--- src/rtl/vedic_pkg.sv ---
// Shared types and width helpers for the Nikhilam (base-deviation) sequential multiplier.
package vedic_pkg;

  typedef enum logic [2:0] {
    IDLE,
    BASE,
    DEV,
    MUL,
    COMB,
    DONE
  } state_t;

  localparam int DEFAULT_WIDTH = 8;

  function automatic int prod_w(input int w);
    return 2 * w;
  endfunction

  function automatic int dev_w(input int w);
    return w + 1;
  endfunction

  function automatic int acc_w(input int w);
    return 2 * w + 2;
  endfunction

endpackage

--- src/rtl/base_exponent_encoder.sv ---
// Combinational MSB-index encoder: k = position of the highest set bit of a (0 when a is 0).
module base_exponent_encoder
  import vedic_pkg::*;
#(
  parameter int WIDTH = DEFAULT_WIDTH,
  parameter int KW    = $clog2(WIDTH)
) (
  input  logic [WIDTH-1:0] a,
  output logic [KW-1:0]    k
);

  // Ascending scan so the last hit, i.e. the highest set bit, wins.
  always_comb begin
    k = '0;
    for (int i = 0; i < WIDTH; i++) begin
      if (a[i]) k = KW'(i);
    end
  end

endmodule

--- src/rtl/nikhilam_mult_seq.sv ---
// Sequential Nikhilam multiplier: A*B = ((A + dB) << k) + dA*dB with base 2^k taken from A.
// Optional self-check against a direct product is enabled by defining NIKHILAM_SELFCHECK_EN.
module nikhilam_mult_seq
  import vedic_pkg::*;
#(
  parameter int WIDTH = DEFAULT_WIDTH
) (
  input  logic                     clk,
  input  logic                     rst,
  input  logic                     in_valid,
  output logic                     in_ready,
  input  logic [WIDTH-1:0]         A,
  input  logic [WIDTH-1:0]         B,
  output logic                     out_valid,
  input  logic                     out_ready,
  output logic [prod_w(WIDTH)-1:0] product,
  output logic                     chk_err
);

  localparam int PW = prod_w(WIDTH);
  localparam int DW = dev_w(WIDTH);
  localparam int AW = acc_w(WIDTH);
  localparam int KW = $clog2(WIDTH);
  localparam int CW = $clog2(WIDTH + 1);

  function automatic logic [DW-1:0] abs_dev(input logic signed [DW-1:0] v);
    return v[DW-1] ? -v : v;
  endfunction

  state_t                  state_q, state_d;
  logic                    in_ready_q, in_ready_d;
  logic                    out_valid_q, out_valid_d;
  logic [PW-1:0]           product_q, product_d;
  logic [WIDTH-1:0]        a_q, a_d;
  logic [WIDTH-1:0]        b_q, b_d;
  logic [KW-1:0]           k_q, k_d;
  logic [WIDTH-1:0]        base_q, base_d;
  logic signed [DW-1:0]    da_q, da_d;
  logic signed [DW-1:0]    db_q, db_d;
  logic [AW-1:0]           mag_a_q, mag_a_d;
  logic [WIDTH-1:0]        mag_b_q, mag_b_d;
  logic [AW-1:0]           acc_q, acc_d;
  logic [CW-1:0]           cnt_q, cnt_d;
`ifdef NIKHILAM_SELFCHECK_EN
  logic                    chk_err_q, chk_err_d;
`endif

  logic [KW-1:0]           k_enc;
  logic signed [DW-1:0]    dev_a, dev_b;
  logic signed [AW-1:0]    a_ext, db_ext, dd, comb_sum;
  logic                    neg;

  base_exponent_encoder #(
    .WIDTH (WIDTH),
    .KW    (KW)
  ) u_enc (
    .a (a_q),
    .k (k_enc)
  );

  always_comb begin
    state_d     = state_q;
    in_ready_d  = in_ready_q;
    out_valid_d = out_valid_q;
    product_d   = product_q;
    a_d         = a_q;
    b_d         = b_q;
    k_d         = k_q;
    base_d      = base_q;
    da_d        = da_q;
    db_d        = db_q;
    mag_a_d     = mag_a_q;
    mag_b_d     = mag_b_q;
    acc_d       = acc_q;
    cnt_d       = cnt_q;
`ifdef NIKHILAM_SELFCHECK_EN
    chk_err_d   = chk_err_q;
`endif

    dev_a    = $signed({1'b0, a_q}) - $signed({1'b0, base_q});
    dev_b    = $signed({1'b0, b_q}) - $signed({1'b0, base_q});
    // The shift-add loop works on magnitudes; the sign of dA*dB is restored here.
    neg      = da_q[DW-1] ^ db_q[DW-1];
    dd       = neg ? -$signed(acc_q) : $signed(acc_q);
    a_ext    = $signed({{(AW-WIDTH){1'b0}}, a_q});
    db_ext   = $signed({{(AW-DW){db_q[DW-1]}}, db_q});
    comb_sum = ((a_ext + db_ext) <<< k_q) + dd;

    case (state_q)
      IDLE: begin
        if (in_valid) begin
          a_d        = A;
          b_d        = B;
          in_ready_d = 1'b0;
          state_d    = BASE;
        end
      end
      BASE: begin
        k_d     = k_enc;
        base_d  = WIDTH'(1) << k_enc;
        state_d = DEV;
      end
      DEV: begin
        da_d    = dev_a;
        db_d    = dev_b;
        mag_a_d = AW'(abs_dev(dev_a));
        mag_b_d = WIDTH'(abs_dev(dev_b));
        acc_d   = '0;
        cnt_d   = '0;
        state_d = MUL;
      end
      MUL: begin
        if (mag_b_q[0]) acc_d = acc_q + mag_a_q;
        mag_a_d = mag_a_q << 1;
        mag_b_d = mag_b_q >> 1;
        cnt_d   = cnt_q + CW'(1);
        if (cnt_q == CW'(WIDTH - 1)) state_d = COMB;
      end
      COMB: begin
        product_d   = PW'(comb_sum);
        out_valid_d = 1'b1;
`ifdef NIKHILAM_SELFCHECK_EN
        chk_err_d   = (PW'(comb_sum) != (PW'(a_q) * PW'(b_q)));
`endif
        state_d     = DONE;
      end
      DONE: begin
        if (out_ready) begin
          out_valid_d = 1'b0;
          in_ready_d  = 1'b1;
`ifdef NIKHILAM_SELFCHECK_EN
          chk_err_d   = 1'b0;
`endif
          state_d     = IDLE;
        end
      end
      default: begin
        state_d     = IDLE;
        in_ready_d  = 1'b1;
        out_valid_d = 1'b0;
      end
    endcase
  end

  always_ff @(posedge clk) begin
    if (rst) begin
      state_q     <= IDLE;
      in_ready_q  <= 1'b1;
      out_valid_q <= 1'b0;
      product_q   <= '0;
      a_q         <= '0;
      b_q         <= '0;
      k_q         <= '0;
      base_q      <= '0;
      da_q        <= '0;
      db_q        <= '0;
      mag_a_q     <= '0;
      mag_b_q     <= '0;
      acc_q       <= '0;
      cnt_q       <= '0;
`ifdef NIKHILAM_SELFCHECK_EN
      chk_err_q   <= 1'b0;
`endif
    end else begin
      state_q     <= state_d;
      in_ready_q  <= in_ready_d;
      out_valid_q <= out_valid_d;
      product_q   <= product_d;
      a_q         <= a_d;
      b_q         <= b_d;
      k_q         <= k_d;
      base_q      <= base_d;
      da_q        <= da_d;
      db_q        <= db_d;
      mag_a_q     <= mag_a_d;
      mag_b_q     <= mag_b_d;
      acc_q       <= acc_d;
      cnt_q       <= cnt_d;
`ifdef NIKHILAM_SELFCHECK_EN
      chk_err_q   <= chk_err_d;
`endif
    end
  end

  assign in_ready  = in_ready_q;
  assign out_valid = out_valid_q;
  assign product   = product_q;
`ifdef NIKHILAM_SELFCHECK_EN
  assign chk_err   = chk_err_q;
`else
  assign chk_err   = 1'b0;
`endif

endmodule

--- config.mk ---
export PLATFORM = sky130hd
export DESIGN_NAME = nikhilam_mult_seq
export DESIGN_NICKNAME = d
export VERILOG_FILES = /design/src/rtl/vedic_pkg.sv /design/src/rtl/base_exponent_encoder.sv /design/src/rtl/nikhilam_mult_seq.sv
export SDC_FILE = /design/constraint.sdc
export NUM_CORES = 1
export LEC_CHECK = 0
export ABC_CLOCK_PERIOD_IN_PS = 4800
export CAP_MARGIN = 10
export CELL_PAD_IN_SITES_DETAIL_PLACEMENT = 0
export CELL_PAD_IN_SITES_GLOBAL_PLACEMENT = 1
export CORE_MARGIN = 3
export CORE_UTILIZATION = 45
export DETAILED_ROUTE_END_ITERATION = 8
export GPL_TIMING_DRIVEN = 0
export PLACE_DENSITY_LB_ADDON = 0.1
export SETUP_SLACK_MARGIN = 0.5
export SYNTH_ARGS = -nofsm -noshare
export SYNTH_HDL_FRONTEND = slang
export SYNTH_SLANG_ARGS = --single-unit
--- constraint.sdc ---
create_clock -name clk -period 4.8 [get_ports clk]
set_input_delay 0.48 -clock clk [delete_from_list [all_inputs] [get_ports clk]]
set_output_delay 0.48 -clock clk [all_outputs]
set_load 0.01 [all_outputs]
### Yosys cells after proc, flatten, opt, wreduce, memory -nomap -nowiden

Cells that the tools add are included.

* shift-type cells: 2
* equal/unequal tests: 10
* multiplexer cells: 24
* div/mod/pow operators: 0
* $add $sub $neg: 9
* bitwise operators: 3
* multipliers: 0
* reductions and logical operators: 9
* magnitude comparators: 0

Operators with widths (number)
* $pmux W18 S2: 2
* $mux W3: 7
* $add A18 B18 Y18: 1
* $mux W18: 1
* $pmux W3 S6: 1
* $sub A8 B8 Y9: 2
* $add A16 B16 Y16: 1
* $mux W16: 1
* $neg A16 Y16: 1
* $pmux W8 S2: 1
* $sshl A10 B3 Y16: 1
* $add A9 B9 Y10: 1
* $mux W9: 1
* $neg A9 Y9: 1
* $mux W8: 1
* $ne A2 B2 Y1 const B: 4
* $neg A8 Y8: 1
* $pmux W4 S2: 1
* $reduce_or A4 Y1: 2
* $shl A1 B3 Y8 const A: 1
* $eq A3 B2 Y1 const B: 2
* $eq A3 B3 Y1 const B: 2
* $pmux W1 S3: 2
* $reduce_and A2 Y1: 3
* 10 further kinds: 16

* output and inout bits: 19
* memories: 0
* word-level logic and storage cells: 71
* bits in latches: 0
* register bits: 114
* RAM bits: 0
* ROM bits: 0

### Depth between registers and ports, before layout

Gate-level depths: netlist (run 1).

* depth in word-level cells: 8
* mapped depth: 18

### By module

A second synthesis (run 1) with hierarchy kept.

* cells, all modules: 931
* area, all modules: 7114.3 µm²

Modules (own cells, without submodules)
* nikhilam_mult_seq: seq. area each 2042.0 µm², area each 7069.3 µm², cells an instance 921, instances 1
* base_exponent_encoder: seq. area each 0.0 µm², area each 45.0 µm², cells an instance 10, instances 1

### Least setup slack after synthesis (run 1)

OpenSTA, ideal clock, no wires.

* kind: reg-to-reg
* start: register a_q[0]
* end: register product_q[14], in the netlist product[14]
* stages on the path, launching flop included: 18
* setup time: 131 ps
* path slack: 1066 ps
* path buffers: 0
* period minus slack after synthesis: 3734 ps
* data arrival time: 3603 ps
* cell sequence: dfxtp_1 -> ha_1 -> fa_1 -> a21o_1 -> a22oi_1 -> nor2b_1 -> xor2_1 -> mux2_2 -> mux2_2 -> mux2i_1 -> ha_1 -> o21ai_0 -> nand2b_1 -> o211a_1 -> a211o_1 -> o31ai_1 -> xor2_1 -> o31ai_1

* longest elaborated chain between the ends: 3

RTL lines
* from (decl): line nikhilam_mult_seq.sv:34 `logic [WIDTH-1:0] a_q, a_d;`
* from (signal assigned): line nikhilam_mult_seq.sv:151 `a_q <= '0;`
* from (signal assigned): line nikhilam_mult_seq.sv:169 `a_q <= a_d;`
* $add A9 B9 Y10: line nikhilam_mult_seq.sv:87 `comb_sum = ((a_ext + db_ext) <<< k_q) + dd;`
* $sshl A10 B3 Y16: line nikhilam_mult_seq.sv:87
* $add A16 B16 Y16: line nikhilam_mult_seq.sv:87
* to (signal assigned): line nikhilam_mult_seq.sv:168 `product_q <= product_d;`
* to (decl): line nikhilam_mult_seq.sv:33 `logic [PW-1:0] product_q, product_d;`

No other way between the ends.
A chain may end at the register's enable or synchronous reset.

### Final worst setup path (run 1)

Ends and elaborated chain as after synthesis.

==> run metrics, run 1 <==
status=finished, final reports clean; commonest non-fill, non-tap cells in the layout=nand2_1, dfxtp_1, a21oi_1; top_reg_cell synth=dfxtp_1; vias in the first global route=~6300; core area=approximately 15000 µm²; RR Startpoint=a_q[0]; max cap viols=0; WL met2=about 10 mm; Clock Tree Buf Depth=2; clk slew on worst S/H paths=around 0.080 ns; Die Area=around 17000 µm²; Placed Area=roughly 7700 µm²; Leak=about 0.0032 µW; Clock Skew=~0.0075 ns; largest net degree at the start of global routing=19; clock sink count=roughly 100; Yosys cell types=64; WS Path Type=reg2reg; Slew Viols, Final=0; antenna-violating nets left=0; TritonCTS clock tree=done; power per cell area=roughly 370 nW/µm²; post-DP HPWL=roughly 16 mm; global-route wire length before repair=between 30 and 40 mm; Post-route DRC=0; layout cells sized above 1=0.0454; Syn Nets=about 1000; critical path arrival=4.32 ns; asr flop ratio synth=0; Final setup viols=0; Via density=roughly 5.7; fmax=244 MHz; area delta synth->final=14.1%; final setup TNS=0 ns; met1 wire length=between 9 and 10 mm; input/output buffers=36; routed length per instance=17.4 µm; router iterations before antenna repair=5; post-synthesis sequential area ratio=0.290; commonest non-fill, non-tap cell in the layout=nand2_1; die width=between 100 and 150 µm; antenna fix cells=0; total CTS buffers=9; Yosys reg bits=~100; Die Ht=131 µm; I/O pin total=39; EDFF count, synth=0; Core Rows=45; crit path launch type=flip-flop; gpl congestion=between 0.9 and 1; crit path max fanout=5; synthesized area per cell=slightly below 8 µm²; Worst R2R Setup Slack=between 0.7 and 0.8 ns; Final Hold Fails=0; All-Layer GR Usage=0.237; initial antenna violation count=0; cell area after layout=just over 8000 µm²; WL final=approximately 21 mm; Crit. End Element=flip-flop; Tmin final=between 4 and 5 ns; Remaining Overflow, GRT=0; nets=around 1000; Layout Utilization=0.527; Mapped Cells=roughly 920; Hold Crit Depth=2; Peak VDD IR=about 0.00022 V; # H-tree levels=3; Req. time, crit path=roughly 5 ns; post-synthesis cell area=7050 µm²; RSZ-0062 raised after global routing=no; R2R depth=17; clk root buf=clkbuf_16; max layer used=met4; clk_lat worst skew=approximately 0.36 ns; final worst-path cycle share=0.853; Met3 Wirelength=roughly 900 µm; Max-slew headroom=0.319; FF-to-FF End=product[14]; initial core utilization=0.462; beginning of the worst hold path=product[12]; Ys Warns=0; Post-CTS Hold Buffers=0; Worst Hold Endpoint=product[12]; DR iter-0 viols=between 400 and 500; Tightest Hold Check Type=reg2reg; vias=6689; Worst Max-Slew Pin Slew=about 1 ns
-- cells in the mapped netlist, types with 3 or more instances --
cell type	instances	area share
a211oi_1	19	0.020
a21o_1	19	0.020
a21oi_1	94	0.067
a22oi_1	15	0.016
a31oi_1	10	0.0089
and3_1	4	0.0035
buf_1	4	0.0021
clkbuf_1	38	0.020
dfxtp_1	102	0.29
fa_1	5	0.014
ha_1	58	0.10
inv_1	29	0.015
mux2_2	4	0.0064
mux2i_1	11	0.016
nand2_1	138	0.073
nand2b_1	7	0.0062
nand3_1	32	0.023
nand3b_1	4	0.0043
nor2_1	82	0.044
nor2b_1	6	0.0053
nor3_1	20	0.014
o211ai_1	8	0.0085
o21a_1	15	0.016
o21ai_0	31	0.022
o21ai_1	26	0.018
o21bai_1	6	0.0064
o22ai_1	3	0.0027
o31ai_1	10	0.011
o41ai_1	3	0.0037
or3_1	5	0.0044
xnor2_1	43	0.053
xor2_1	22	0.027
-- per-stage QoR --
stage / hold WS, ns / power (µW) / std cells / setup slack [ns]
6_report: 0.451 / 2990 / 1180 / 0.707
4_1_cts: 0.454 / 2960 / 1179 / 0.522
2_1_floorplan: 0.432 / 1900 / 916 / 1.07
5_1_grt: 0.476 / 3180 / 1180 / 0.470
3_3_place_gp: 0.439 / 2190 / 1163 / 0.543
3_5_place_dp: 0.444 / 2210 / 1163 / 0.505
-- state kept, by name, indices dropped and copies added, names as in the netlist, 4 cells and up --
name,flops
mag_b_q,8
db_q,9
base_q,8
mag_a_q,16
product,16
a_q,8
b_q,8
cnt_q,4
acc_q,16
-- layout make-up --
class	instances	area, µm²
tap	211	264
timing repair buffer	37	368
multi-input combinational	739	4790
clock buffer	10	239
buffer	43	165
fill	1534	7220
sequential	102	2040
inverter	32	120
clock inverter	6	53.8
-- how the worst max path moves through the flow --
stage / startpoint / end / slack (ns) / cells past startpoint
2_1_floorplan: a_q[0] / product[14] / 1.07 / 17
3_3_place_gp: a_q[1] / product[14] / 0.54 / 15
3_5_place_dp: a_q[1] / product[14] / 0.51 / 15
4_1_cts: a_q[0] / product[14] / 0.52 / 16
5_1_grt: a_q[0] / product[14] / 0.47 / 16
6_report: a_q[0] / product[14] / 0.71 / 17
-- per-layer routing --
metal	vias up	global-route usage
met5	-	0
met4	0	0.0718
met1	3155	0.312
li1	3347	-
met3	27	0.0264
met2	160	0.408
-- critical path: stages (launching register included) --
cell and delay [ns]:
dfxtp_2 0.36, ha_2 0.22, fa_1 0.40, a21o_1 0.23
a22oi_2 0.19, nor2b_4 0.17, xor2_1 0.10, mux2_2 0.29
mux2_2 0.31, mux2i_4 0.20, ha_4 0.25, o21ai_0 0.16
nand2b_1 0.08, o211a_1 0.15, a211o_1 0.30, o31ai_2 0.26
xor2_1 0.22, o31ai_1 0.08
-- cell families (layout without fill, tap and decap cells) --
logic type / count (synthesis) / in the layout / share of synthesized area
flops: 102 / 102 / 0.290
other cells: 1 / 1 / 0.000532
xor+xnor: 65 / 65 / 0.0808
simple gates: 313 / 313 / 0.197
mux: 15 / 15 / 0.0220
fa+ha+maj: 63 / 63 / 0.117
compound gates: 282 / 282 / 0.252
buf+inv: 75 / 128 / 0.0405
-- report_power, final --
part	switching, µW	internal [µW]
Sequential	74.9	920
Combinational	766	479
Clock	374	375
Total	1210	1770
-- timing repair --
action / CTS / global route
pin swaps: 0 / 4
setup buffers: 0 / 0
setup endpoints to repair: 1 / 3
resized for setup: 1 / 15
Power figures use the tool's default switching activity.
==> inputs of run 2 (changes only) <==
MAX_ROUTING_LAYER = met4   (was not set)
==> run metrics, run 2 (same netlist as run 1, synthesis figures left out) <==
status=finished, final reports clean; initial antenna violation count=0; Tightest Hold Check Type=reg2reg; largest net degree at the start of global routing=17; final worst-path cycle share=0.843; clk_lat worst skew=~0.36 ns; vias=between 6000 and 7000; Setup WS pre-CTS=~0.52 ns; clk slew on worst S/H paths=0.07 ns; core area=15300 µm²; gpl congestion=roughly 0.94; initial core utilization=0.462; critical path arrival=approximately 4.3 ns; Crit. End Element=flip-flop; routed length per instance=17.2 µm; clock sink count=102; Final Hold Fails=0; die width=around 130 µm; Peak VDD IR=around 0.00019 V; I/O pin total=39; Core Rows=45; crit path max fanout=4; Leak=0.00314 µW; WL final=slightly above 20 mm; post-DP HPWL=roughly 16 mm; RR Startpoint=a_q[0]; TritonCTS clock tree=done; layout cells sized above 1=0.0413; vias in the first global route=between 6000 and 7000; final setup TNS=0 ns; commonest non-fill, non-tap cell in the layout=nand2_1; Via density=around 5.6; fmax=about 250 MHz; Max-slew headroom=0.171; All-Layer GR Usage=0.240; Clock Tree Buf Depth=2; Die Area=roughly 17000 µm²; router iterations before antenna repair=5; max cap viols=0; register area=about 2000 µm²; Tmin final=roughly 4.0 ns; Remaining Overflow, GRT=0; antenna fix cells=0; Worst R2R Setup Slack=0.75 ns; Post-route DRC=0; global-route wire length before repair=32.7 mm; total CTS buffers=9; RSZ-0062 raised after global routing=no; DR iter-0 viols=around 430; Multi-input gate area=roughly 4800 µm²; Critical Path Source=a_q[0]; commonest non-fill, non-tap cells in the layout=nand2_1, dfxtp_1, a21oi_1; Final setup viols=0; nets=approximately 1000; Final Worst Setup Slack=0.752 ns; Req. time, crit path=5.02 ns; # H-tree levels=3; Slew Viols, Final=0; input/output buffers=36; power per cell area=between 300 and 400 nW/µm²; Die Ht=approximately 130 µm; crit path launch type=flip-flop; clk root buf=clkbuf_16; area delta synth->final=13.3%; antenna-violating nets left=0; Clock Skew=just over 0.007 ns; beginning of the worst hold path=product[12]; Hold WS=0.451 ns; WS Path Type=reg2reg; Worst Max-Slew Pin Slew=1.23 ns; Fill cells=between 1000 and 1500
==> run 2: critical path: stages, from the launching register on <==
cell	delay [ns]
dfxtp_2	0.36
ha_2	0.21
fa_1	0.40
a21o_1	0.22
a22oi_2	0.19
nor2b_2	0.18
xor2_1	0.10
mux2_2	0.29
mux2_2	0.29
mux2i_2	0.19
ha_2	0.33
o21ai_1	0.14
nand2b_1	0.08
o211a_1	0.14
a211o_1	0.30
o31ai_2	0.21
xor2_1	0.21
o31ai_1	0.08
==> run 2: through the flow <==
| step | util | cells | cell area, µm² | power (µW) |
|---|---|---|---|---|
| 2_1_floorplan | - | 916 | 7050 | 1900 |
| 3_3_place_gp | 0.503 | 1163 | 7670 | 2200 |
| 3_5_place_dp | 0.503 | 1163 | 7670 | 2220 |
| 4_1_cts | 0.521 | 1179 | 7950 | 2920 |
| 5_1_grt | 0.523 | 1179 | 7990 | 3110 |
| 6_report | 0.523 | 1179 | 7990 | 2920 |
==> run 2: where the power goes <==
| part | total [µW] | leakage [µW] | internal [µW] | switching, µW |
|---|---|---|---|---|
| sequential | 993 | 0.000828 | 921 | 72.5 |
| clock | 690 | 0.000122 | 353 | 338 |
| combinational | 1240 | 0.00218 | 474 | 762 |
| total | 2920 | 0.00314 | 1750 | 1170 |
==> run 2: area by class of cell <==
cell class / count / area share
tap: 211 / 0.0331
timing repair buffer: 37 / 0.0461
inverter: 32 / 0.0150
buffer: 43 / 0.0207
clock inverter: 4 / 0.00407
clock buffer: 11 / 0.0291
multi-input combinational: 739 / 0.596
sequential: 102 / 0.256
==> run 2: final timing paths <==
check | cells past startpoint | endpoint
max | 17 | product[14]
min | 2 | product[12]
max reg2reg | 17 | product[14]
min reg2reg | 2 | product[12]
==> run 2: metal layers <==
layer / wire length, µm / vias to the layer above / track usage
li1: - / 3357 / -
met1: 9180 / 3113 / 0.303
met2: 9700 / 146 / 0.397
met3: 944 / 33 / 0.0387
met4: 479 / 0 / 0.0764
met5: 0 / - / -
==> run 2: timing repair <==
action / in CTS / in global routing
pin swaps: 3 / 1
hold buffers: 0 / 0
endpoints found under the setup margin: 1 / 4
gates resized for setup: 3 / 9
setup buffers: 1 / 0
